## config.mk

```make
export PLATFORM = sky130hd
export DESIGN_NAME = mem_arbiter_flat
export DESIGN_NICKNAME = d
export VERILOG_FILES = /design/src/rtl/mem_arbiter_if.sv /design/src/rtl/mem_arbiter.sv /design/src/flat_wrapper.sv
export SDC_FILE = /design/constraint.sdc
export NUM_CORES = 1
export LEC_CHECK = 0
export ABC_AREA = 1
export CAP_MARGIN = 20
export CORE_UTILIZATION = 38
export DETAILED_ROUTE_END_ITERATION = 6
export PLACE_DENSITY = 0.76
export RECOVER_POWER = 50
export SETUP_SLACK_MARGIN = 0.3
export SYNTH_ARGS = -nofsm -noshare
export SYNTH_HDL_FRONTEND = slang
export SYNTH_SLANG_ARGS = --single-unit
```

## constraint.sdc

```tcl
create_clock -name clk -period 1.6 [get_ports clk]
set_clock_uncertainty 0.2 [all_clocks]
set_input_delay 0.32 -clock clk [delete_from_list [all_inputs] [get_ports clk]]
set_output_delay 0.32 -clock clk [all_outputs]
set_load 0.05 [all_outputs]
```

## src/rtl/mem_arbiter_if.sv

```systemverilog
// Bus bundle for mem_arbiter: fetch port, load/store port and the shared memory port.
// The arbiter connects through the slave modport; the CPU/memory side uses master.
interface mem_arbiter_if;
  logic        if_req;
  logic [31:0] if_addr;
  logic [31:0] if_rdata;
  logic        if_valid;
  logic        if_stall;

  logic        ls_req;
  logic        ls_we;
  logic [31:0] ls_addr;
  logic [31:0] ls_wdata;
  logic [3:0]  ls_mask;
  logic [31:0] ls_rdata;
  logic        ls_valid;

  logic        mem_request;
  logic        mem_re_we;
  logic [3:0]  mem_mask;
  logic [31:0] mem_addr;
  logic [31:0] mem_wdata;
  logic [31:0] mem_rdata;
  logic        mem_ack;

  logic        err;

  modport slave (
    input  if_req, if_addr,
    output if_rdata, if_valid, if_stall,
    input  ls_req, ls_we, ls_addr, ls_wdata, ls_mask,
    output ls_rdata, ls_valid,
    output mem_request, mem_re_we, mem_mask, mem_addr, mem_wdata,
    input  mem_rdata, mem_ack,
    output err
  );

  modport master (
    output if_req, if_addr,
    input  if_rdata, if_valid, if_stall,
    output ls_req, ls_we, ls_addr, ls_wdata, ls_mask,
    input  ls_rdata, ls_valid,
    input  mem_request, mem_re_we, mem_mask, mem_addr, mem_wdata,
    output mem_rdata, mem_ack,
    input  err
  );
endinterface

```

## src/rtl/mem_arbiter.sv

```systemverilog
// Two-requester (fetch, load/store) arbiter onto a single-outstanding memory port,
// with alternating priority under contention and a bounded wait for mem_ack.
module mem_arbiter #(
  parameter int unsigned MAX_WAIT  = 15,
  parameter logic [31:0] NOP_INSTR = 32'h0000_0013
) (
  input  logic         clk,
  input  logic         rst,
  mem_arbiter_if.slave bus
);

  localparam int DATA_W = 32;

  localparam logic [1:0] ST_IDLE    = 2'd0;
  localparam logic [1:0] ST_IF_BUSY = 2'd1;
  localparam logic [1:0] ST_LS_BUSY = 2'd2;

  localparam logic GRANT_IF = 1'b0;
  localparam logic GRANT_LS = 1'b1;

  localparam logic [7:0] WAIT_LAST = 8'(MAX_WAIT - 1);

  logic [1:0]        state_q, state_d;
  logic [7:0]        wait_cnt_q, wait_cnt_d;
  logic              last_grant_q, last_grant_d;
  logic              err_q, err_d;

  logic              mem_re_we_q, mem_re_we_d;
  logic [3:0]        mem_mask_q, mem_mask_d;
  logic [DATA_W-1:0] mem_addr_q, mem_addr_d;
  logic [DATA_W-1:0] mem_wdata_q, mem_wdata_d;

  logic [DATA_W-1:0] if_rdata_q, if_rdata_d;
  logic              if_valid_q, if_valid_d;
  logic [DATA_W-1:0] ls_rdata_q, ls_rdata_d;
  logic              ls_valid_q, ls_valid_d;

  logic              grant_ls;
  logic              grant_if;
  logic              wait_expired;

  // LS wins when alone, or when both ask and fetch was served last.
  function automatic logic pick_ls(input logic if_req, input logic ls_req,
                                   input logic last_grant);
    return ls_req && (!if_req || (last_grant == GRANT_IF));
  endfunction

  always_comb begin
    grant_ls     = 1'b0;
    grant_if     = 1'b0;
    wait_expired = (wait_cnt_q == WAIT_LAST);

    state_d      = state_q;
    wait_cnt_d   = wait_cnt_q;
    last_grant_d = last_grant_q;
    err_d        = err_q;
    mem_re_we_d  = mem_re_we_q;
    mem_mask_d   = mem_mask_q;
    mem_addr_d   = mem_addr_q;
    mem_wdata_d  = mem_wdata_q;
    if_rdata_d   = if_rdata_q;
    if_valid_d   = 1'b0;
    ls_rdata_d   = ls_rdata_q;
    ls_valid_d   = 1'b0;

    case (state_q)
      ST_IDLE: begin
        // The requester still holds req during its valid cycle, so no grant then.
        if (!(if_valid_q || ls_valid_q)) begin
          grant_ls = pick_ls(bus.if_req, bus.ls_req, last_grant_q);
          grant_if = bus.if_req && !grant_ls;
        end
        if (grant_ls) begin
          state_d      = ST_LS_BUSY;
          wait_cnt_d   = 8'd0;
          last_grant_d = GRANT_LS;
          mem_re_we_d  = bus.ls_we;
          mem_mask_d   = bus.ls_mask;
          mem_addr_d   = bus.ls_addr;
          mem_wdata_d  = bus.ls_wdata;
        end else if (grant_if) begin
          state_d      = ST_IF_BUSY;
          wait_cnt_d   = 8'd0;
          last_grant_d = GRANT_IF;
          mem_re_we_d  = 1'b0;
          mem_mask_d   = 4'b1111;
          mem_addr_d   = bus.if_addr;
          mem_wdata_d  = '0;
        end
      end

      ST_IF_BUSY: begin
        if (bus.mem_ack) begin
          state_d    = ST_IDLE;
          wait_cnt_d = 8'd0;
          if_rdata_d = bus.mem_rdata;
          if_valid_d = 1'b1;
        end else if (wait_expired) begin
          state_d    = ST_IDLE;
          wait_cnt_d = 8'd0;
          if_rdata_d = NOP_INSTR;
          if_valid_d = 1'b1;
          err_d      = 1'b1;
        end else begin
          wait_cnt_d = wait_cnt_q + 8'd1;
        end
      end

      ST_LS_BUSY: begin
        if (bus.mem_ack) begin
          state_d    = ST_IDLE;
          wait_cnt_d = 8'd0;
          ls_valid_d = 1'b1;
          if (!mem_re_we_q) begin
            ls_rdata_d = bus.mem_rdata;
          end
        end else if (wait_expired) begin
          state_d    = ST_IDLE;
          wait_cnt_d = 8'd0;
          ls_rdata_d = '0;
          ls_valid_d = 1'b1;
          err_d      = 1'b1;
        end else begin
          wait_cnt_d = wait_cnt_q + 8'd1;
        end
      end

      default: begin
        state_d    = ST_IDLE;
        wait_cnt_d = 8'd0;
      end
    endcase
  end

  always_ff @(posedge clk or negedge rst) begin
    if (!rst) begin
      state_q      <= ST_IDLE;
      wait_cnt_q   <= 8'd0;
      last_grant_q <= GRANT_IF;
      err_q        <= 1'b0;
      mem_re_we_q  <= 1'b0;
      mem_mask_q   <= 4'b0000;
      mem_addr_q   <= '0;
      mem_wdata_q  <= '0;
      if_rdata_q   <= '0;
      if_valid_q   <= 1'b0;
      ls_rdata_q   <= '0;
      ls_valid_q   <= 1'b0;
    end else begin
      state_q      <= state_d;
      wait_cnt_q   <= wait_cnt_d;
      last_grant_q <= last_grant_d;
      err_q        <= err_d;
      mem_re_we_q  <= mem_re_we_d;
      mem_mask_q   <= mem_mask_d;
      mem_addr_q   <= mem_addr_d;
      mem_wdata_q  <= mem_wdata_d;
      if_rdata_q   <= if_rdata_d;
      if_valid_q   <= if_valid_d;
      ls_rdata_q   <= ls_rdata_d;
      ls_valid_q   <= ls_valid_d;
    end
  end

  // mem_request decodes the state flop so it falls with an asynchronous reset.
  assign bus.mem_request = (state_q == ST_IF_BUSY) || (state_q == ST_LS_BUSY);
  assign bus.mem_re_we   = mem_re_we_q;
  assign bus.mem_mask    = mem_mask_q;
  assign bus.mem_addr    = mem_addr_q;
  assign bus.mem_wdata   = mem_wdata_q;
  assign bus.if_rdata    = if_rdata_q;
  assign bus.if_valid    = if_valid_q;
  assign bus.if_stall    = bus.if_req && !if_valid_q;
  assign bus.ls_rdata    = ls_rdata_q;
  assign bus.ls_valid    = ls_valid_q;
  assign bus.err         = err_q;

endmodule

```

## src/flat_wrapper.sv

```systemverilog
// flat-port wrapper written by rule: the top's interface ports become plain ports
module mem_arbiter_flat 
#(
  parameter int unsigned MAX_WAIT  = 15,
  parameter logic [31:0] NOP_INSTR = 32'h0000_0013
)
  (clk, rst, bus_if_req, bus_if_addr, bus_if_rdata, bus_if_valid, bus_if_stall, bus_ls_req, bus_ls_we, bus_ls_addr, bus_ls_wdata, bus_ls_mask, bus_ls_rdata, bus_ls_valid, bus_mem_request, bus_mem_re_we, bus_mem_mask, bus_mem_addr, bus_mem_wdata, bus_mem_rdata, bus_mem_ack, bus_err);
  mem_arbiter_if bus_i ();
  input  logic clk;
  input  logic rst;
  input wire logic [$bits(bus_i.if_req)-1:0] bus_if_req;
  input wire logic [$bits(bus_i.if_addr)-1:0] bus_if_addr;
  output wire logic [$bits(bus_i.if_rdata)-1:0] bus_if_rdata;
  output wire logic [$bits(bus_i.if_valid)-1:0] bus_if_valid;
  output wire logic [$bits(bus_i.if_stall)-1:0] bus_if_stall;
  input wire logic [$bits(bus_i.ls_req)-1:0] bus_ls_req;
  input wire logic [$bits(bus_i.ls_we)-1:0] bus_ls_we;
  input wire logic [$bits(bus_i.ls_addr)-1:0] bus_ls_addr;
  input wire logic [$bits(bus_i.ls_wdata)-1:0] bus_ls_wdata;
  input wire logic [$bits(bus_i.ls_mask)-1:0] bus_ls_mask;
  output wire logic [$bits(bus_i.ls_rdata)-1:0] bus_ls_rdata;
  output wire logic [$bits(bus_i.ls_valid)-1:0] bus_ls_valid;
  output wire logic [$bits(bus_i.mem_request)-1:0] bus_mem_request;
  output wire logic [$bits(bus_i.mem_re_we)-1:0] bus_mem_re_we;
  output wire logic [$bits(bus_i.mem_mask)-1:0] bus_mem_mask;
  output wire logic [$bits(bus_i.mem_addr)-1:0] bus_mem_addr;
  output wire logic [$bits(bus_i.mem_wdata)-1:0] bus_mem_wdata;
  input wire logic [$bits(bus_i.mem_rdata)-1:0] bus_mem_rdata;
  input wire logic [$bits(bus_i.mem_ack)-1:0] bus_mem_ack;
  output wire logic [$bits(bus_i.err)-1:0] bus_err;
  assign bus_i.if_req = bus_if_req;
  assign bus_i.if_addr = bus_if_addr;
  assign bus_if_rdata = bus_i.if_rdata;
  assign bus_if_valid = bus_i.if_valid;
  assign bus_if_stall = bus_i.if_stall;
  assign bus_i.ls_req = bus_ls_req;
  assign bus_i.ls_we = bus_ls_we;
  assign bus_i.ls_addr = bus_ls_addr;
  assign bus_i.ls_wdata = bus_ls_wdata;
  assign bus_i.ls_mask = bus_ls_mask;
  assign bus_ls_rdata = bus_i.ls_rdata;
  assign bus_ls_valid = bus_i.ls_valid;
  assign bus_mem_request = bus_i.mem_request;
  assign bus_mem_re_we = bus_i.mem_re_we;
  assign bus_mem_mask = bus_i.mem_mask;
  assign bus_mem_addr = bus_i.mem_addr;
  assign bus_mem_wdata = bus_i.mem_wdata;
  assign bus_i.mem_rdata = bus_mem_rdata;
  assign bus_i.mem_ack = bus_mem_ack;
  assign bus_err = bus_i.err;
  mem_arbiter #(.MAX_WAIT(MAX_WAIT), .NOP_INSTR(NOP_INSTR)) u_core (.clk(clk), .rst(rst), .bus(bus_i));
endmodule
```

==> results of run 1 <==
## layout by cell type, fill, tap and decap left out, types with 5 or more instances in the layout
master / netlist / routed
inv_2: 2 / 5
buf_16: 0 / 23
nor2_1: 28 / 20
nor2_2: 2 / 5
nand2_4: 0 / 110
o21ai_1: 0 / 7
inv_1: 47 / 40
buf_4: 1 / 169
o21ai_2: 2 / 26
buf_6: 3 / 20
buf_12: 0 / 165
nand4_1: 35 / 35
nand3_1: 35 / 34
nand2_1: 384 / 137
nand2_2: 1 / 134
dfrtp_2: 0 / 26
clkbuf_16: 0 / 20
dfrtp_1: 147 / 121
nor2_4: 0 / 5
nand2_8: 0 / 5
clkdlybuf4s50_1: 0 / 135
o21ai_4: 0 / 7
## sequential cells by signal, summed over array words and instances (netlist names)
signal and cells:
u_core.bus.ls_valid 1, u_core.state_q 2, u_core.bus.err 1, u_core.last_grant_q 1
u_core.bus.if_rdata 32, u_core.wait_cnt_q 8, u_core.bus.if_valid 1, u_core.bus.ls_rdata 32
u_core.bus.mem_wdata 32, u_core.bus.mem_mask 4, u_core.bus.mem_re_we 1, u_core.bus.mem_addr 32
## routing by layer
layer | part of all wire (%) | GRT usage, % | up-vias
met5 | 0.024 | 0 | -
met4 | 11 | 27.7 | 2
met3 | 12 | 9.53 | 454
met2 | 46 | 64.2 | 1047
met1 | 31 | 37.2 | 4454
li1 | - | - | 3447
## how the worst min path moves through the flow
stage | cells after the start | slack, ns | end
2_1_floorplan | 0 | -0.18 | u_core.bus.err
3_3_place_gp | 1 | -0.05 | u_core.bus.ls_rdata[15]
3_5_place_dp | 1 | -0.05 | u_core.bus.ls_rdata[15]
4_1_cts | 2 | 0.06 | u_core.bus.ls_rdata[15]
5_1_grt | 4 | 0.15 | u_core.wait_cnt_q[4]
6_report | 4 | 0.16 | u_core.wait_cnt_q[4]
## stage by stage
step                total power (uW)  area, um^2  setup WS [ns]  instances  hold WS (ns)
floorplan                      15400        6560        -0.0488        782        -0.176
global placement               24700       11100         -0.356       1276       -0.0505
detailed placement             25100       11100         -0.417       1276       -0.0532
CTS                            34000       13800         -0.211       1431        0.0604
global route                   40800       15600         -0.567       1514         0.149
finish                         40200       15600         -0.505       1514         0.158
## power by group through the flow
| stage | Sequential (uW) | Combinational, uW | Clock (uW) |
|---|---|---|---|
| 5_1_grt | 7840 | 28300 | 4640 |
| 4_1_cts | 7260 | 22500 | 4290 |
| 3_3_place_gp | 7230 | 17500 | 0 |
| 3_5_place_dp | 7310 | 17800 | 0 |
| 6_report | 7760 | 27900 | 4530 |
| 2_1_floorplan | 12100 | 3320 | 0 |
## repair_timing
item / 4_1_cts / 5_1_grt
endpoints found under the setup margin: 285 / 285
hold buffers: 1 / 0
gates resized for setup: 216 / 312
pin swaps: 49 / 83
hold endpoints to repair: 147 / 0
gates cloned: 26 / 3
buffers inserted: 96 / 79
## kinds of logic (layout without fill, tap and decap cells)
family                   Yosys count  after routing  synth area share [%]
adder cells (fa/ha/maj)            5              5                 0.978
buffers and inverters             94            604                  6.38
AO/OA/AOI/OAI                     43             43                  3.54
AND/OR/NAND/NOR                  492            493                  31.4
XOR/XNOR                           1              1                 0.137
flip-flops                       147            147                  57.5
other                              0              1                     0
## worst max-delay path: stages, from the launching register on
cell     delay [ns]
dfrtp_1        0.43
nor2_2         0.26
nand2_2        0.14
o21ai_4        0.23
buf_6          0.16
nand2_8        0.12
buf_12         0.21
nand2_4        0.10
nand2_2        0.11
## area by class of cell
cell class,count,area share [%]
inverters,49,1.31
clock buffers,19,2.84
diodes,1,0.0160
clock inverters,13,1.16
multi-input cells,542,24.7
repair buffers,523,44.4
well taps,220,1.77
flip-flops and latches,147,23.8
==> key figures, run 1 <==
Placed design
  – Placer Congestion: 0.785
  – Dpl hpwl: 15100 um
  – IO Port Bufs: about 280

Power
  – Sw Ratio: ~47%
  – Sequential share of power: between 10% and 20%
  – Leak: ~0.0076 uW
  – Power share of the combinational group: a little over two thirds
  – Max VDD drop: 0.00145 V
  – Internal cell power: approximately 21000 uW
  – Clock power frac: a little under an eighth
  – PwrDens: roughly 2600 nW/um^2
  – Net Switching: 18900 uW

CTS
  – Longest Clk Path Bufs: 2
  – Root Driver: clkbuf_16
  – Clock Latency Late Sink: between 0.4 and 0.5 ns
  – CTS buffer count: 17
  – Total clock sinks: approximately 150
  – Clock transition at the registers of the reported paths: around 0.07 ns
  – CTS tree: yes
  – H-tree depth: 4

GRT
  – Vias in the first global route: just under 9000
  – First-pass GRT wire length: slightly below 50000 um
  – Initial antenna violation count: 3
  – Grt total ovfl: 0
  – Largest net degree at the start of global routing: between 50 and 60
  – Total GRT Usage: 36.5%

STA
  – Worst Tran Pin Value: about 1.0 ns
  – Final Max Slew Viols: 0
  – Max Clock Freq: about 480 MHz
  – Tmin final: roughly 2.1 ns
  – Tcrit/Tclk final: 132%
  – Setup Viol. Count Final: about 190
  – Hold Fails Final Rpt: 0
  – Sum Neg Setup Slack: -57.30 ns
  – Unrepaired setup endpoints after global routing: yes
  – Relative slew slack: 32.2%
  – Worst setup margin: -0.505 ns

Synthesis
  – Gate Count Post-Synth: about 780
  – Prevailing post-synth register cell: dfrtp_1
  – Seq/Total Area, Yosys: 57.5%
  – Area leader, netlist: dfrtp_1
  – Top-count cell post-synth: nand2_1
  – Syn_area_per_cell: between 8 and 9 um^2
  – Post-synth top cells: 384 x nand2_1, 147 x dfrtp_1, 47 x inv_1
  – Synth cell types: 22
  – Ranking of synthesized cells by area: dfrtp_1 58%, nand2_1 23%, nand4_1 3.4%
  – YS warnings: 0
  – Number of flops mapped to enable cells by yosys: 0
  – Mapped cell area: about 6400 um^2
  – Synthesized Nets: around 930
  – Async S/R FF share, synth: 100%
  – Post-synthesis register bit count: ~150
  – Top cell type's share of synthesized area: between 50 and 60%

Run status
  – Failing checks: DRC, setup timing
  – Run status: complete, but fails checks

Drt
  – WL/cell: 30.3 um
  – Post-Route WL: between 40000 and 50000 um
  – Routed via count: around 9400
  – Vias per cell: between 6 and 7
  – Post-DRT Antenna Nets: 0
  – 1st-pass router iterations: 7
  – Initial drt markers: ~1200
  – DRC: 1

Die
  – Die H: roughly 130 um
  – FP Rows: 47
  – Placeable Area: 16500 um^2
  – Starting Density: approximately two fifths
  – IO Count: 276
  – Die area: 17300 um^2
  – Die W: between 100 and 150 um

Cells and area
  – Flip-flop and latch area: 3710 um^2
  – Final Util: a little over nine tenths
  – Area of the multi-input gates: ~3800 um^2
  – Fillers: ~380
  – NumNets Final: roughly 1400
  – Area Growth Syn to Fin: 144%
  – Share of layout cells above drive strength 1: 58.3%

Worst setup path
  – Worst setup SP type: flip-flop
  – FF-to-FF path depth: 8
  – Worst Setup SP: u_core.wait_cnt_q[7]
  – R2R setup slack: -0.50 ns
  – Arrival time worst endpoint: approximately 2.2 ns
  – Critical Path RT: between 1.5 and 2 ns
  – CP Max Fanout: 7
  – Crit Path Class: reg -> reg
  – Reg-to-Reg Start: u_core.wait_cnt_q[7]
  – Worst setup path end: u_core.bus.if_rdata[12]
  – Reg2Reg Capture Point: u_core.bus.if_rdata[12]
  – Crit. End Element: flip-flop

Min path
  – Hold Crit Start: bus_mem_ack
  – HP Class: in -> reg

Job
  – Max cap viols: 0
(Power assumes the default switching activity.)
==> run 2: changes to the inputs <==
Settings changed: CAP_MARGIN 20 to not set.
==> results of run 2 <==
Same layout as run 1: the final DEF is identical, and so are final timing and power.
==> RTL edit 1 (config.mk and constraints of run 2) <==
Reset style: synchronous (`rst`), changed in one clocked block. Comments in the files are not updated.
--- a/src/rtl/mem_arbiter.sv
+++ b/src/rtl/mem_arbiter.sv
@@ -134,3 +134,3 @@
 
-  always_ff @(posedge clk or negedge rst) begin
+  always_ff @(posedge clk) begin
     if (!rst) begin
Behaviour: differs if rst is asserted again (counterexample within 4 cycles, from zero or initial values and one cycle with rst low); with rst held inactive, the same outputs for 4 cycles.
==> RTL edit 1 against run 2 <==
  * The flow finishes with violations (setup timing)
  * Wire length fell by 22%
  * Critical path depth rose by 1
  * Global-route usage fell by 3.4 points
  * Die area fell by 1.3%
  * Sequential cell count did not move
  * Highest routed layer is now met4
  * Synthesized area fell by 1.3%
  * Worst setup slack improved by 63 ps
  * Critical path type unchanged
  * Final area fell by 7.2%
Power is not compared: it rests on default switching activity, and its combinational part moved more than twofold at a synthesized area within 25%.
==> RTL edit 1: results (changes against run 2) <==
Synth
  – Async SR Flop Fraction: 0% (-100 points)
  – Ys Warns: 0 (unchanged)
  – Post-synthesis compound-gate area fraction: 11.8% (+8.3 points)
  – Top cells by area, synth: dfxtp_1, nand2_1, nor2_1
  – Post-synth top flop: dfxtp_1
  – Synth unique cells: 23 (+4.5%)
  – Post-synthesis adder-cell area fraction: 0.992% (+0.013 points)
  – Synth cell count leaders: nand2_1, dfxtp_1, nor2_1, inv_1, o21ai_0
  – Synthesized Nets: 1069 (+16%)
  – Sequential area share after synthesis: 46.6% (-11 points)

Global routing
  – Largest net degree at the start of global routing: 55 (+3.8%)
  – Met2 usage: 61.8% (-2.4 points)
  – Vias in the first global route: 8067 (-7.2%)
  – Antenna violations before repair: 0 (-3)
  – GR Layer Usage met1: 33.0% (-4.1 points)
  – M3 GR Usage: 9.65% (+0.12 points)
  – Gr usage total: 33.1% (-3.4 points)
  – First-pass GRT wire length: 42.2 mm (-12%)

Cells and area
  – Ant diodes: 0 (-1)
  – Fraction of layout cells with a size suffix above 1: 52.4% (-5.9 points)
  – Final net count: 1481 (+4.1%)
  – Fillcell total: 563 (+49%)

Route
  – Wire length on met2: 18.1 mm (-14%)
  – Metal1 wirelength: 11.7 mm (-18%)
  – First DRT Iteration DRCs: 624 (-49%)
  – Met3 wire length: 3.49 mm (-35%)
  – Highest routed layer: met4
  – Vias/cell: 5.54 (-11%)
  – Via count: 8670 (-7.8%)

Timing
  – Setup violators final: 149 (-20%)
  – Final Worst Setup Slack: -442 ps (+62.8 ps)
  – Relative slew slack: 72.5% (+40 points)
  – Final hold slack: 139 ps (-18.7 ps)
  – Setup TNS: -29600 ps (+27690 ps)

Critical path
  – Critical Path Fanout Max: 6 (-1)
  – CP max-delay cell: dfxtp_2
  – Reg2reg end: u_core.bus.mem_addr[7]$_SDFFE_PN0P_
  – Reg2Reg Depth: 9 (+1)
  – RR Startpoint: u_core.state_q[1]$_SDFFE_PN0P_
  – Slowest stage delay, CP: 340 ps (-90 ps)

Place
  – HPWL Detailed: 15.5 mm (+2.8%)
  – DP Area: 11100 sq um (-0.24%)
  – Placed instance count: 1410 (+11%)
  – Placer Congestion: 0.815 (+3.9%)

Min path
  – Worst Hold Depth: 3 (-1)
  – Tightest Hold Check Type: in -> reg
  – Hold EP: u_core.bus.if_rdata[1]$_SDFFE_PN0P_

Outcome
  – Outcome: complete, but fails checks
  – Violations in the final reports: setup timing

Clock network
  – Clock latency on the worst-skew pair: 440 ps (-20 ps)

Power
  – Psw: about 5.7 mW
[RTL edit 1: changes by cell type after synthesis, sizes merged, moves of 2 or more]
| cell | change |
|---|---|
| a21oi | +69 |
| buf | +4 |
| clkbuf | +13 |
| dfrtp | -147 |
| dfxtp | +147 |
| inv | +64 |
| nand2 | -133 |
| nand3 | +4 |
| nor2 | +88 |
| o21ai | +33 |
| o21bai | +2 |
[RTL edit 1: how the worst max path moves through the flow]
stage	from	endpoint	slack, ps	cells past startpoint
final	u_core.state_q[1]$_SDFFE_PN0P_	u_core.bus.mem_addr[7]$_SDFFE_PN0P_	-440	9
after detailed placement	bus_if_req	u_core.bus.mem_wdata[12]$_SDFFE_PN0P_	-440	8
after global placement	bus_if_req	u_core.bus.mem_wdata[0]$_SDFFE_PN0P_	-340	8
after CTS	u_core.state_q[0]$_SDFFE_PN0P_	bus_mem_request	-150	3
after floorplan	u_core.bus.if_valid$_SDFF_PN0_	u_core.bus.mem_wdata[10]$_SDFFE_PN0P_	8	8
after global routing	u_core.state_q[1]$_SDFFE_PN0P_	u_core.bus.mem_addr[7]$_SDFFE_PN0P_	-420	9
[RTL edit 1: area by class of cell]
type                    count  area, sq um  share of cell area, %
inverters                 114          452                   3.12
well taps                 216          270                   1.87
clock buffers              24          472                   3.26
repair buffers            452         6150                   42.5
flip-flops and latches    147         3220                   22.2
clock inverters             5         53.8                  0.372
multi-input cells         605         3850                   26.6
repair inverters            1         8.76                 0.0605
[RTL edit 1: what timing repair did]
| action | in CTS | in global routing |
|---|---|---|
| gates cloned | 14 | 8 |
| setup buffers | 50 | 53 |
| hold buffers | 0 | 0 |
| endpoints found under the setup margin | 285 | 285 |
| resized for setup | 342 | 239 |
| pin swaps | 58 | 56 |
==> RTL edit 2 (config.mk and constraints of run 2) <==
Made on the original files. `NOP_INSTR` is set to 32'h0000_0013 in 2 places; all go to 32'h00000009.
--- a/src/rtl/mem_arbiter.sv
+++ b/src/rtl/mem_arbiter.sv
@@ -4,3 +4,3 @@
   parameter int unsigned MAX_WAIT  = 15,
-  parameter logic [31:0] NOP_INSTR = 32'h0000_0013
+  parameter logic [31:0] NOP_INSTR = 32'h00000009
 ) (
--- a/src/flat_wrapper.sv
+++ b/src/flat_wrapper.sv
@@ -4,3 +4,3 @@
   parameter int unsigned MAX_WAIT  = 15,
-  parameter logic [31:0] NOP_INSTR = 32'h0000_0013
+  parameter logic [31:0] NOP_INSTR = 32'h00000009
 )
Function: same outputs for any inputs over 4 cycles, from zero or initial values and one cycle with rst low; that may be too few to reach the edited logic, so the function may still have changed.
==> RTL edit 2 against run 2 <==
  * Critical path depth did not move
  * Power fell by 3.5%
  * Fmax rose by 2.7%
  * Combinational power fell by 4%
  * Sequential cell count did not move
  * The flow finishes with violations (setup timing)
  * Core utilization fell by 4.4 points
  * Wire length fell by 12%
  * Count of clock-buffer cells in the layout rose by 2
  * Final area fell by 4.3%
  * Largest cell class unchanged
  * Synthesized area rose by 0.65%
  * Sequential power barely moved
  * Worst setup slack improved by 56 ps
==> RTL edit 2: results (changes against run 2) <==
Clock network
  – Clock latency on the worst-skew pair: about 450 ps
  – CTS H-tree depth: 4 (unchanged)
  – Root buffer cell: clkbuf_16
  – Clock Tree Buf Depth: 2 (unchanged)
  – Worst-path clk slew: 70 ps (about the same)
  – Total CTS buffers: 17 (unchanged)

Place
  – HPWL Detailed: 15.0 mm (-0.33%)
  – Placer Congestion: 0.846 (+7.8%)
  – DP Area: 11100 sq um (about the same)
  – Port bufs: 275 (unchanged)

Global routing
  – Largest net degree at the start of global routing: 60 (+13%)
  – Antenna violations before repair: 3 (unchanged)
  – Gr usage total: 33.8% (-2.8 points)
  – Vias in the first global route: 8006 (-7.9%)
  – First-pass GRT wire length: 44.6 mm (-7.3%)

Synth
  – Synth unique cells: 24 (+9.1%)
  – Top cells by area, synth: dfrtp_1, nand2_1, nand4_1
  – Synth cell count leaders: nand2_1, dfrtp_1, inv_1, o21ai_0, nand3_1
  – Sequential area share after synthesis: 57.2% (-0.37 points)
  – Synthesized Nets: 925 (unchanged)
  – Post-synth top flop: dfrtp_1
  – Async SR Flop Fraction: 100% (unchanged)
  – Ys Warns: 0 (unchanged)

Outcome
  – Outcome: complete, but fails checks
  – Violations in the final reports: setup timing

Critical path
  – Critical path arrival: 2150 ps (-80 ps)
  – CP max-delay cell: dfrtp_1
  – CP top delay family: simple AND/OR/NAND/NOR gates
  – Critical Path Fanout Max: 7 (unchanged)
  – Slowest stage delay, CP: 400 ps (-30 ps)
  – Reg2Reg Depth: 8 (unchanged)

Min path
  – Tightest Hold Check Type: in -> reg
  – Worst Hold Depth: 4 (unchanged)

Timing
  – Final slew viol count: 0 (unchanged)
  – Worst Tran Pin Value: 816 ps (-201 ps)
  – Final Worst Setup Slack: -449 ps (+55.5 ps)
  – Final hold slack: 219 ps (+61.1 ps)
  – Setup violators final: 152 (-18%)
  – Final hold violations: 0 (unchanged)

Cells and area
  – Final net count: 1397 (-1.8%)
  – Fraction of layout cells with a size suffix above 1: 54.1% (-4.2 points)

Power
  – Pleak: 7.27 nW (-4.7%)
  – VDD IR max: 0.00152 V (+5.1%)

Route
  – Via count: 8632 (-8.2%)
  – First DRT Iteration DRCs: 831 (-32%)
  – Router iterations before antenna repair: 6 (-1)
  – Wire per inst: 27.2 microns (-10%)
-- RTL edit 2: cell types whose count changed in the layout (fill, tap and decap cells not counted), moves of 10 or more --
cell     delta
o21ai_0    +11
dfrtp_1    -13
dfrtp_2    +13
o21ai_1    +10
o21ai_2    -17
buf_4      -16
nand2_1    +25
nand2_4    -15
-- RTL edit 2: what timing repair did --
action	4_1_cts	5_1_grt
cloned	21	4
resized for setup	237	213
hold endpoints to repair	147	0
setup endpoints to repair	285	285
buffers inserted	99	56
hold buffers	1	0
pin swaps	60	30
-- RTL edit 2: worst paths after layout --
kind                                                  start                                    to
max in group asynchronous                               rst  u_core.bus.mem_wdata[25]$_DFFE_PN0P_
max                        u_core.wait_cnt_q[7]$_DFFE_PN0P_   u_core.bus.if_rdata[21]$_DFFE_PN0P_
min                                             bus_mem_ack   u_core.bus.if_rdata[24]$_DFFE_PN0P_
min reg2reg                 u_core.last_grant_q$_DFFE_PN0P_       u_core.last_grant_q$_DFFE_PN0P_
max reg2reg                u_core.wait_cnt_q[7]$_DFFE_PN0P_   u_core.bus.if_rdata[21]$_DFFE_PN0P_
min in group asynchronous                               rst   u_core.bus.if_rdata[17]$_DFFE_PN0P_
-- RTL edit 2: layer usage --
layer	part of all wire [%]	global-route usage (%)	wire, microns	vias to the layer above
met5	0.027	0	11	-
met4	9.8	23.1	3970	2
met3	9.9	6.34	3990	323
met2	48	59.2	19400	752
met1	32	37.2	13100	4144
li1	-	-	-	3411
-- RTL edit 2: logic make-up (layout without fill, tap and decap cells) --
logic type	Yosys count	after routing	synth area share, %
buffers and inverters	94	577	6.67
XOR/XNOR	1	1	0.136
AND/OR/NAND/NOR	493	493	31.5
adder cells (fa/ha/maj)	5	5	0.972
other	0	2	0
AO/OA/AOI/OAI	42	42	3.56
flip-flops	147	147	57.2
-- RTL edit 2: power breakdown --
part           switching [mW]  internal [mW]  leakage [nW]  total [mW]
combinational            14.0           12.9          5.18        26.9
clock                    1.78           2.36         0.275        4.14
sequential               2.26           5.51          1.81        7.77
total                    18.0           20.7          7.27        38.8
-- RTL edit 2: through the flow --
stage          setup TNS, ps  setup WS, ps  std cells
4_1_cts               -16060          -222       1425
2_1_floorplan          -2510         -48.8        782
3_5_place_dp          -32960          -549       1274
3_3_place_gp          -27230          -424       1274
5_1_grt               -46980          -479       1487
6_report              -39980          -449       1487
-- RTL edit 2: layout make-up --
| class | count | area [sq um] |
|---|---|---|
| diodes | 2 | 5.00 |
| clock buffers | 21 | 460 |
| clock inverters | 9 | 108 |
| fillers | 515 | 1660 |
| inverters | 49 | 201 |
| multi-input cells | 541 | 3530 |
| flip-flops and latches | 147 | 3730 |
| well taps | 220 | 275 |
| repair buffers | 498 | 6610 |
